File: src/rtl/pulse_stretcher.sv
// Stretches single-cycle request pulses into fixed-length high windows separated by
// low gaps; extra pulses are queued (or extend the window in retrigger mode).
module pulse_stretcher #(
   parameter int unsigned HOLD_CYCLES = 50,
   parameter int unsigned GAP_CYCLES  = 10,
   parameter int unsigned PEND_W      = 4,
   parameter bit          RETRIGGER   = 1'b0
) (
   input  logic              clk,
   input  logic              reset,
   input  logic              pulseIn,
   output logic              levelOut,
   output logic              busy,
   output logic [PEND_W-1:0] pendCount,
   output logic              overflow
);

   localparam int unsigned MAX_HG = (HOLD_CYCLES > GAP_CYCLES) ? HOLD_CYCLES : GAP_CYCLES;
   localparam int unsigned CNT_W  = $clog2((MAX_HG > 2) ? MAX_HG : 2);
   localparam logic [CNT_W-1:0]  HOLD_LOAD = CNT_W'(HOLD_CYCLES - 1);
   localparam logic [CNT_W-1:0]  GAP_LOAD  = CNT_W'((GAP_CYCLES == 0) ? 0 : GAP_CYCLES - 1);
   localparam logic [PEND_W-1:0] PEND_MAX  = '1;
   localparam bit                NO_GAP    = (GAP_CYCLES == 0);

   typedef enum logic [1:0] {
      IDLE = 2'd0,
      HOLD = 2'd1,
      GAP  = 2'd2
   } state_t;

   state_t            state, state_d;
   logic [CNT_W-1:0]  cnt, cnt_d;
   logic              level_d, busy_d, ovf_d;
   logic [PEND_W-1:0] pend_d;

   logic retrig_hit, gap_exit, has_pend, dispatch, queue_pulse;

   // A retrigger pulse in HOLD suppresses the end-of-window transition.
   assign retrig_hit  = RETRIGGER && (state == HOLD) && pulseIn;
   assign gap_exit    = (cnt == '0) && ((state == GAP) ||
                        ((state == HOLD) && NO_GAP && !retrig_hit));
   assign has_pend    = (pendCount != '0);
   assign dispatch    = gap_exit && has_pend;
   assign queue_pulse = pulseIn && (state != IDLE) && !gap_exit && !retrig_hit;

   // State and output registers.
   always_ff @(posedge clk) begin
      if (reset) begin
         state     <= IDLE;
         cnt       <= '0;
         levelOut  <= 1'b0;
         busy      <= 1'b0;
         pendCount <= '0;
         overflow  <= 1'b0;
      end else begin
         state     <= state_d;
         cnt       <= cnt_d;
         levelOut  <= level_d;
         busy      <= busy_d;
         pendCount <= pend_d;
         overflow  <= ovf_d;
      end
   end

   // Next-state and counter logic.
   always_comb begin
      state_d = state;
      cnt_d   = cnt;
      case (state)
         IDLE: begin
            if (pulseIn) begin
               state_d = HOLD;
               cnt_d   = HOLD_LOAD;
            end
         end
         HOLD: begin
            if (retrig_hit) begin
               cnt_d = HOLD_LOAD;
            end else if (cnt == '0) begin
               if (gap_exit) begin
                  if (has_pend || pulseIn) begin
                     cnt_d = HOLD_LOAD;
                  end else begin
                     state_d = IDLE;
                     cnt_d   = '0;
                  end
               end else begin
                  state_d = GAP;
                  cnt_d   = GAP_LOAD;
               end
            end else begin
               cnt_d = cnt - CNT_W'(1);
            end
         end
         GAP: begin
            if (cnt == '0) begin
               if (has_pend || pulseIn) begin
                  state_d = HOLD;
                  cnt_d   = HOLD_LOAD;
               end else begin
                  state_d = IDLE;
                  cnt_d   = '0;
               end
            end else begin
               cnt_d = cnt - CNT_W'(1);
            end
         end
         default: begin
            state_d = IDLE;
            cnt_d   = '0;
         end
      endcase
   end

   // Registered-output next values, including the pending queue.
   always_comb begin
      level_d = (state_d == HOLD);
      busy_d  = (state_d != IDLE);
      pend_d  = pendCount;
      ovf_d   = overflow;
      if (gap_exit) begin
         // An exit-edge pulse either cancels the dispatch or is consumed directly.
         if (dispatch && !pulseIn) begin
            pend_d = pendCount - PEND_W'(1);
         end
      end else if (queue_pulse) begin
         if (pendCount == PEND_MAX) begin
            ovf_d = 1'b1;
         end else begin
            pend_d = pendCount + PEND_W'(1);
         end
      end
   end

endmodule

File: config.mk
export PLATFORM = sky130hd
export DESIGN_NAME = pulse_stretcher
export DESIGN_NICKNAME = d
export VERILOG_FILES = /design/src/rtl/pulse_stretcher.sv
export SDC_FILE = /design/constraint.sdc
export NUM_CORES = 1
export LEC_CHECK = 0
export CORE_UTILIZATION = 51
export CTS_BUF_LIST = sky130_fd_sc_hd__clkbuf_4
export DETAILED_ROUTE_END_ITERATION = 10
export PLACE_DENSITY = 0.84
export SETUP_SLACK_MARGIN = 0.3
export SLEW_MARGIN = 20
export SYNTH_ARGS = -nofsm -noshare
export SYNTH_HDL_FRONTEND = slang
export SYNTH_SLANG_ARGS = --single-unit
export TNS_END_PERCENT = 1
File: constraint.sdc
create_clock -name clk -period 2.6 [get_ports clk]
set_input_delay 0.52 -clock clk [delete_from_list [all_inputs] [get_ports clk]]
set_output_delay 0.52 -clock clk [all_outputs]
set_load 0.01 [all_outputs]
==> results.md <==
- Slew at the pin closest to its max-slew limit: 570.9 ps
- Final hold slack: 489.7 ps
- Setup WS post-layout: -114.3 ps
- Placed Instances: 143
- Share of power burned in registers: 36.9%
- Via density: 5.973
- Placed standard-cell area: 0.001094 sq mm
- Die Span Y: 43.47 um
- Net Sw Frac: 38.69%
- Worst hold path endpoint: overflow
- Setup Viol. Count Final: 1
- Unrepaired setup endpoints after global routing: yes
- Maximum number of pins on one net before global-route repair: 17
- Most used cells in the layout excluding fill and tap cells: 18 x sky130_fd_sc_hd__nor2_1, 14 x sky130_fd_sc_hd__buf_4, 13 x sky130_fd_sc_hd__dfxtp_1
- Violated checks: design-rule violations, negative setup slack
- Crit-path max FO: 3
- Post-Route WL: 2.266 mm
- Slew Limit Fails: 0
- Count of inserted antenna diode cells: 0
- Number of distinct library cells after synthesis: 35
- Switching power: 333.3 uW
- First-pass GRT wire length: 3.857 mm
- Std cell rows: 14
- Kind of critical path: reg2reg
- Layout net count: 141
- Number of endpoints with negative hold slack in the final report: 0
- Clk network pwr share: 16.6%
- Post-place setup slack: -125.1 ps
- Post-synth design cell area: 877.1 sq um
- Syn nets: 118
- Std-Cell Core Area: 0.001559 sq mm
- Synth-to-Final Area Change: 32.10%
- Top-Level Pins: 10
- Run status: finished, violations left
- Initial standard-cell utilization of the core: 56.26%
- Share of the cycle needed by the critical path after routing: 104.4%
- Sequential-to-total area share from yosys stat: 34.24%
- Post-Synthesis Cells: 111
- Yosys reg bits: 15
- Setup crit end kind: flip-flop
- Crit path arrival time: 2910 ps
- Post-DP HPWL: 1.527 mm
- Final cell count without fillers: 149
- Maximum Capacitance Violations: 0
- Synth Area per Inst: 7.902 sq um
- Routed wirelength normalized by instance count: 15.21 um
- Clock transition at the register clock pins on the worst setup and hold paths after CTS: 100 ps
- Peak ir drop on the vdd network: 460.7 uV
- Layout fillers: 111
- Post-route DRC: 2
- Number of global-route vias before repair: 879
- Vias after detailed routing: 890
- Post-detailed-route count of antenna-violating nets: 0
- Antenna violations before repair: 0
- Initial detailed-routing violation count: 34
- Kind of start point of the critical path: flip-flop
- Num CTS Buffers: 3
- Critical hold path startpoint: overflow
- R2R cell count: 12
- Max-Slew Margin vs Limit: 61.54%
- Pwr per Cell Area: 743.4 mW/mm^2
- Grt ovf: 0
- Critical R2R Launch: cnt[0]
- # clock sinks: 15
- CTS root buf: sky130_fd_sc_hd__clkbuf_4
- Share of power burned in combinational logic: 46.5%
- Drt pass-1 iters: 7
- GRT Resource Usage Total: 27.65%
- Buffers added on ports: 9
- Worst hold path type: reg2reg
- Leading cell type in the layout, fill and taps excluded: sky130_fd_sc_hd__nor2_1
- Max frequency: 368.4 MHz
- Clock tree from TritonCTS: yes
- Number of instances on the worst hold path: 2
- Clock skew after layout: 5.910 ps
- Critical path required time: 2790 ps
- Number of H-tree levels: 1
- Ratio of cells with drive above 1 in the final layout: 25.56%
- Count of synthesis-stage warnings from yosys: 0
- Post-layout minimum cycle time: 2714 ps
- Setup slack of the worst register-to-register path: -110 ps
- Die width: 43.47 um
- Hold buffers post-CTS: 0
- R2r endpoint: pendCount[3]
- Internal power: 528.1 uW
- Leakage: 0.4856 nW
- Total negative slack for setup checks: -114.3 ps
- Area of the die: 0.001890 sq mm
- Max Buffers Root-to-Sink: 2
- Clock latency on the worst-skew pair: 290 ps
- Post-route cell area: 0.001159 sq mm
- Weighted congestion reported at the end of routability-driven placement: 0.7941
## cell families after synthesis
kind of cell	after synthesis	share of synthesized area (%)
multiplexers	2	2.283
buffers and inverters	12	5.278
AND/OR/NAND/NOR	44	25.39
XOR/XNOR	5	4.993
flip-flops	15	34.24
adder cells (fa/ha/maj)	4	6.563
AO/OA/AOI/OAI	29	21.26
## per-stage QoR
step | power (mW) | utilization (%)
5_1_grt | 0.9168 | 74.32
4_1_cts | 0.8427 | 73.03
6_report | 0.8614 | 74.32
2_1_floorplan | 0.5660 | -
3_3_place_gp | 0.6826 | 70.14
3_5_place_dp | 0.7013 | 70.14
## area by class of cell
type / count / area (sq um) / area share [%]
clock buffers: 3 / 22.52 / 1.944
inverters: 7 / 31.28 / 2.700
flip-flops and latches: 15 / 302.8 / 26.13
clock inverters: 1 / 5.005 / 0.4320
multi-input cells: 84 / 581.8 / 50.22
repair buffers: 23 / 195.2 / 16.85
well taps: 16 / 20.02 / 1.728
## Yosys cell counts, drive strengths merged
master	count	area, sq um
clkinv	1	5.000
nor4	2	12.51
inv	6	22.52
a31o	1	8.760
xnor2	4	35.03
and3	2	12.51
a21o	2	15.01
nand2	6	22.52
o22ai	2	12.51
o211ai	1	12.51
o22a	1	8.760
nor2	18	67.56
mux2i	2	20.02
o21a	2	15.01
o21bai	1	7.510
a2bb2oi	1	8.760
a211oi	1	7.510
a31oi	1	6.260
a21oi	9	45.04
fa	1	20.02
nand4	1	6.260
or2	1	8.760
ha	3	37.54
or4	1	7.510
nand3	2	10.01
o2111ai	1	8.760
xor2	1	8.760
or4b	1	13.76
nand2b	3	18.77
clkbuf	5	18.77
or3	2	17.52
nor3	5	25.02
dfxtp	15	300.3
o21ai	6	30.03
## worst max-delay path by stage
stage,start,to,slack [ps],cells after the start
4_1_cts,cnt[0],pendCount[3],-110,12
3_3_place_gp,cnt[1],pendCount[3],-50,12
3_5_place_dp,cnt[1],pendCount[3],-130,12
6_report,cnt[0],pendCount[3],-110,12
5_1_grt,cnt[0],pendCount[3],-210,12
2_1_floorplan,cnt[1],pendCount[3],-90,12
## routing by layer
layer  GRT usage (%)  wire (um)
met1           33.77       1000
met2           45.76       1063
met3           5.417        143
met4           15.00         59
met5               0          0
## registers in the layout, indices dropped and copies added, names as in the netlist
signal and flops:
cnt 6, pendCount 4, state 2, busy 1, levelOut 1, overflow 1
## critical path, cell delays in order (launching register included)
cell and delay (ps):
sky130_fd_sc_hd__dfxtp_2 350, sky130_fd_sc_hd__inv_2 60, sky130_fd_sc_hd__ha_4 120, sky130_fd_sc_hd__or4b_4 450, sky130_fd_sc_hd__or2_4 240, sky130_fd_sc_hd__or3_4 350, sky130_fd_sc_hd__clkinv_4 70, sky130_fd_sc_hd__ha_4 190
sky130_fd_sc_hd__a21o_1 160, sky130_fd_sc_hd__a21oi_2 170, sky130_fd_sc_hd__xnor2_2 100, sky130_fd_sc_hd__buf_4 140, sky130_fd_sc_hd__a31o_4 210
## power by group through the flow
stage,logic (mW),registers (mW),clock network [mW]
2_1_floorplan,0.253,0.313,0
3_3_place_gp,0.365,0.318,0
3_5_place_dp,0.382,0.320,0
4_1_cts,0.391,0.315,0.137
5_1_grt,0.445,0.322,0.150
6_report,0.401,0.318,0.143
## repair_timing
action / 4_1_cts / 5_1_grt
endpoints found under the setup margin: 3 / 3
setup buffers: 2 / 0
pin swaps: 7 / 3
gates resized for setup: 1 / 3
Power figures use the tool's default switching activity.
